### config.mk
export PLATFORM = sky130hd
export DESIGN_NAME = bounce_sequencer
export DESIGN_NICKNAME = d
export VERILOG_FILES = /design/src/rtl/seq_pkg.sv /design/src/rtl/dwell_timer.sv /design/src/rtl/bounce_sequencer.sv
export SDC_FILE = /design/constraint.sdc
export NUM_CORES = 1
export LEC_CHECK = 0
export ABC_CLOCK_PERIOD_IN_PS = 2510
export BUFFER_PORTS_ARGS = -buffer_cell sky130_fd_sc_hd__buf_2
export CORE_MARGIN = 3
export CORE_UTILIZATION = 50
export DETAILED_ROUTE_END_ITERATION = 12
export PLACE_DENSITY = 0.72
export SYNTH_ARGS = -nofsm -noshare
export SYNTH_HDL_FRONTEND = slang
export SYNTH_SLANG_ARGS = --single-unit
### constraint.sdc
create_clock -name clk -period 2.51 [get_ports clk]
set_clock_uncertainty 0.15 [all_clocks]
set_input_delay 0.1255 -clock clk [delete_from_list [all_inputs] [get_ports clk]]
set_output_delay 0.1255 -clock clk [all_outputs]
set_load 0.1 [all_outputs]
### src/rtl/seq_pkg.sv
// Shared state encoding and default widths for the bounce sequencer.
package seq_pkg;

  localparam int N_DEF   = 4;
  localparam int CW_DEF  = 8;
  localparam int DWELL_W = 4;

  typedef enum logic [2:0] {
    S_IDLE    = 3'd0,
    S_UP      = 3'd1,
    S_HOLD_HI = 3'd2,
    S_DOWN    = 3'd3,
    S_HOLD_LO = 3'd4
  } state_e;

endpackage

### src/rtl/dwell_timer.sv
// Hold countdown: reloads while load is high, then counts down to zero.
// expired is high once the count reaches zero, so a hold lasts value+1 cycles.
module dwell_timer
  import seq_pkg::*;
(
  input  logic               clk,
  input  logic               rst,
  input  logic               load,
  input  logic [DWELL_W-1:0] value,
  output logic               expired
);

  logic [DWELL_W-1:0] cnt_q;

  always_ff @(posedge clk or negedge rst) begin
    if (!rst) begin
      cnt_q <= '0;
    end else if (load) begin
      cnt_q <= value;
    end else if (cnt_q != '0) begin
      cnt_q <= cnt_q - DWELL_W'(1);
    end
  end

  assign expired = (cnt_q == '0);

endmodule

### src/rtl/bounce_sequencer.sv
// Drives an external up/down counter back and forth between two latched limits,
// holding at each limit for dwell+1 cycles and counting completed periods.
module bounce_sequencer
  import seq_pkg::*;
#(
  parameter int N  = N_DEF,
  parameter int CW = CW_DEF
) (
  input  logic               clk,
  input  logic               rst,
  input  logic               start,
  input  logic               stop,
  input  logic [N-1:0]       lo_lim,
  input  logic [N-1:0]       hi_lim,
  input  logic [DWELL_W-1:0] dwell,
  input  logic [CW-1:0]      n_periods,
  input  logic [N-1:0]       count,
  output logic               enable,
  output logic               up_down,
  output logic               busy,
  output logic               period_done,
  output logic [CW-1:0]      periods,
  output logic               cfg_err
);

  state_e             state_q;
  logic [N-1:0]       lo_q;
  logic [N-1:0]       hi_q;
  logic [DWELL_W-1:0] dwell_q;
  logic [CW-1:0]      nper_q;
  logic [CW-1:0]      periods_q;
  logic [CW-1:0]      periods_d;
  logic               up_down_q;
  logic               period_done_q;
  logic               cfg_err_q;
  logic               timer_load;
  logic               timer_expired;
  logic               hold_lo_exit;

  // The timer is reloaded in every non-hold state, so it is primed on HOLD entry.
  assign timer_load = (state_q != S_HOLD_HI) && (state_q != S_HOLD_LO);

  dwell_timer u_dwell_timer (
    .clk     (clk),
    .rst     (rst),
    .load    (timer_load),
    .value   (dwell_q),
    .expired (timer_expired)
  );

  assign hold_lo_exit = (state_q == S_HOLD_LO) && timer_expired;
  assign periods_d    = (periods_q == {CW{1'b1}}) ? periods_q : periods_q + CW'(1);

  always_ff @(posedge clk or negedge rst) begin
    if (!rst) begin
      state_q       <= S_IDLE;
      lo_q          <= '0;
      hi_q          <= '0;
      dwell_q       <= '0;
      nper_q        <= '0;
      periods_q     <= '0;
      up_down_q     <= 1'b1;
      period_done_q <= 1'b0;
      cfg_err_q     <= 1'b0;
    end else begin
      period_done_q <= 1'b0;
      cfg_err_q     <= 1'b0;

      // Counted before the stop override so a stop on the last hold cycle still scores.
      if (hold_lo_exit) begin
        periods_q     <= periods_d;
        period_done_q <= 1'b1;
      end

      if (stop) begin
        state_q <= S_IDLE;
      end else begin
        case (state_q)
          S_IDLE: begin
            if (start) begin
              if (lo_lim >= hi_lim) begin
                cfg_err_q <= 1'b1;
              end else begin
                lo_q      <= lo_lim;
                hi_q      <= hi_lim;
                dwell_q   <= dwell;
                nper_q    <= n_periods;
                periods_q <= '0;
                if (count < hi_lim) begin
                  state_q   <= S_UP;
                  up_down_q <= 1'b1;
                end else begin
                  state_q   <= S_DOWN;
                  up_down_q <= 1'b0;
                end
              end
            end
          end
          S_UP: begin
            if (count == hi_q - N'(1)) state_q <= S_HOLD_HI;
          end
          S_HOLD_HI: begin
            if (timer_expired) begin
              state_q   <= S_DOWN;
              up_down_q <= 1'b0;
            end
          end
          S_DOWN: begin
            if (count == lo_q + N'(1)) state_q <= S_HOLD_LO;
          end
          S_HOLD_LO: begin
            if (timer_expired) begin
              if ((nper_q != '0) && (periods_d == nper_q)) begin
                state_q <= S_IDLE;
              end else begin
                state_q   <= S_UP;
                up_down_q <= 1'b1;
              end
            end
          end
          default: state_q <= S_IDLE;
        endcase
      end
    end
  end

  assign enable      = (state_q == S_UP) || (state_q == S_DOWN);
  assign busy        = (state_q != S_IDLE);
  assign up_down     = up_down_q;
  assign period_done = period_done_q;
  assign periods     = periods_q;
  assign cfg_err     = cfg_err_q;

endmodule

==> impl_metrics.env <==
export IMPL_run_status="complete, no violations"
export IMPL_worst_slack_ns=0.122
export IMPL_cts_root_buf="clkbuf_8"
export IMPL_synth_compound_area_share_pct=16.5
export IMPL_syn_inst=257
export IMPL_coreArea_um2=4790
export IMPL_vias=2147
export IMPL_p_switching_mw=1.22
export IMPL_synth_cell_types=57
export IMPL_pre_cts_ws_ns=0.165
export IMPL_post_cts_repair_setup_buffers=0
export IMPL_cts_sinks=38
export IMPL_place_area_um2=2760
export IMPL_io_buffers=40
export IMPL_async_reset_ff_share_pct=100
export IMPL_gp_congestion=0.893
export IMPL_worstPathCellList="dlygate4sd3_1, buf_2, ha_1, nand2b_1, a21oi_2, o21bai_1, a21oi_2, and3_4, buf_12, mux2_2"
export IMPL_yosys_area_share_simple_pct=16.9
export IMPL_grt_overflow=0
export IMPL_yosys_register_bits=38
export IMPL_final_cell_mix="buf_2 (40), dfrtp_1 (35), dlygate4sd3_1 (22)"
export IMPL_leakagePower_nw=1.37
export IMPL_yosys_area_top_type="dfrtp_1"
export IMPL_place_inst=357
export IMPL_nFillCells=399
export IMPL_synth_fa_ha_area_share_pct=5.99
export IMPL_tns_ns=0
export IMPL_drtPass1Iterations=5
export IMPL_finalCritPeriodShare_pct=95.1
export IMPL_routed_wl_mm=5.64
export IMPL_utilization_pct=64.4
export IMPL_pwr_share_clk_pct=15.1
export IMPL_maxCapViolCount=0
export IMPL_seq_area_um2=955
export IMPL_grt_setup_unrepaired="no"
export IMPL_cp_required_ns=2.53
export IMPL_fp_dieArea_um2=5900
export IMPL_whs_ns=0.0610
export IMPL_p_int_mw=1.66
export IMPL_final_nets=359
export IMPL_syn_area_per_cell_um2=9.75
export IMPL_antenna_found_initial=0
export IMPL_post_route_min_period_ns=2.39
export IMPL_critPathMaxFanout=24
export IMPL_path_buf_inv=3
export IMPL_yosys_area_top_type_share_pct=37.0
export IMPL_synth_top_family_by_area="simple AND/OR/NAND/NOR gates"
export IMPL_antenna_left=0
export IMPL_cts_max_path_buffers=2
export IMPL_power_frac_comb_pct=45.6
export IMPL_synth_edff_count=0
export IMPL_synthXorXnorAreaFrac_pct=7.34
export IMPL_final_cells=387
export IMPL_power_density_nw_per_um2=932
export IMPL_slowest_delay_ns=0.55
export IMPL_io_pins=41
export IMPL_drtIter0Drc=167
export IMPL_dieWidth_um=76.8
export IMPL_synthMuxAreaShare_pct=10.1
export IMPL_track_usage_pct=20.6
export IMPL_fmax_mhz=419
export IMPL_syn_to_final_growth_pct=23.1
export IMPL_dpl_hpwl_mm=4.06
export IMPL_syn_num_nets=297
export IMPL_grt_pass1_wl_mm=9.78
export IMPL_p_total_mw=2.87
export IMPL_crit_family="buffers and inverters"
export IMPL_synthTopCellsByArea="dfrtp_1 (37%), mux2_2 (8.1%), xnor2_1 (6.3%)"
export IMPL_first_global_vias=2046
export IMPL_slew_headroom_pct=44.7
export IMPL_swShare_pct=42.3
export IMPL_drc=0
export IMPL_worst_slew_pin_slew_ns=0.829
export IMPL_cts_buffers=5
export IMPL_start_kind="input port"
export IMPL_clkTransAtPathRegs_ns=0.08
export IMPL_cp_end_kind="flop"
export IMPL_n_antenna_cell=0
export IMPL_die_h_um=76.8
export IMPL_grt_start_max_net_pins=39
export IMPL_design_area_um2=3080
export IMPL_setup_viol=0
export IMPL_viasPerCell=5.55
export IMPL_rows=25
export IMPL_syn_area_um2=2500
export IMPL_final_max_slew_viol_count=0
export IMPL_final_common_cell="buf_2"
export IMPL_htreeDepth=2
export IMPL_clk_latency_ns=0.29
export IMPL_hold_path_class="in2reg"
export IMPL_crit_type="in2reg"
export IMPL_multi_input_area_um2=1440
export IMPL_layout_drive_gt1_share_pct=26.9
export IMPL_cts_tree="yes"
export IMPL_yosysWarnings=0
export IMPL_seq_area_frac_synth_pct=38.0
export IMPL_p_seq_share_pct=39.2
export IMPL_critPathMostFrequentCell="a21oi_2"
export IMPL_wl_per_cell_um=14.6
export IMPL_synth_main_ff_cell="dfrtp_1"
export IMPL_slowest_stage="dlygate4sd3_1"
export IMPL_vdd_ir_drop_max_uv=581
export IMPL_hold_violations=0
export IMPL_worstPathArrival_ns=2.41
export IMPL_start_util_pct=52.3
[synth_stat cells, drive strengths merged (2+ instances only)]
cell    instances
a21o            4
nand2b          4
inv            13
xor2            3
or3             2
a311oi          4
and3            2
a22o            2
a41oi           2
o21ai          11
nor2           16
nor3           10
nor2b           3
nor4            3
xnor2          18
a211oi          3
a211o           2
nand3           8
dfrtp          37
nand4           3
a21oi          18
ha             12
buf             7
clkbuf          4
mux2i           4
o22ai           2
a31oi           3
mux2           19
nand2          21
o21bai          2
[layer usage]
| layer | GRT usage [%] | vias up | wire, um |
|---|---|---|---|
| li1 | - | 1060 | - |
| met1 | 29.7 | 1017 | 2720 |
| met2 | 30.6 | 56 | 2570 |
| met3 | 2.82 | 14 | 222 |
| met4 | 9.06 | 0 | 124 |
| met5 | 0 | - | 0 |
[flip-flops by register name, summed over array words and instances (netlist names), 3 cells and up]
signal / flops
dwell_q: 4
state_q: 3
nper_q: 8
periods: 8
hi_q: 4
lo_q: 4
u_dwell_timer.cnt_q: 4
[area by class of cell]
type | count | share of cell area [%]
clock buffer | 7 | 2.80
inverter | 13 | 1.58
multi-input combinational | 195 | 46.8
sequential | 38 | 31.0
tap | 67 | 2.72
clock inverter | 1 | 0.162
timing repair buffer | 66 | 15.0
[worst paths after layout]
path	startpoint	endpoint	slack, ns	cells after the start
max	hi_lim[0]	dwell_q[1]	0.12	10
min	start	cfg_err	0.06	3
max reg2reg	periods[0]	state_q[0]	0.15	7
min reg2reg	dwell_q[3]	dwell_q[3]	0.37	1
max in group asynchronous	rst	periods[0]	1.31	2
min in group asynchronous	rst	u_dwell_timer.cnt_q[1]	0.32	2
[repair_timing]
| item | 4_1_cts | 5_1_grt |
|---|---|---|
| setup endpoints to repair | 0 | 18 |
| hold endpoints to repair | 60 | 0 |
| hold buffers | 22 | 0 |
| resized for setup | 0 | 4 |
[power groups by stage]
stage                     registers (mW)  clock network, mW  logic, mW
after floorplan                     1.18                  0      0.963
after global placement              1.12                  0       1.25
after detailed placement            1.14                  0       1.28
after CTS                           1.12              0.443       1.31
after global routing                1.17              0.472       1.45
final                               1.13              0.434       1.31
[logic make-up (layout without fill, tap and decap cells)]
kind of cell               after synthesis  count (layout)
buffers and inverters                   24              87
AOI/OAI and AO/OA                       62              62
DFF                                     38              38
xor gates and xnor gates                21              21
muxes                                   23              23
and+or+nand+nor                         77              77
adders and majority gates               12              12
[tightest hold or removal path, cell delays in order]
cell      delay [ns]
buf_2           0.09
nand2b_1        0.15
nor4_1          0.09
No activity file was read; power rests on OpenSTA's default activity.
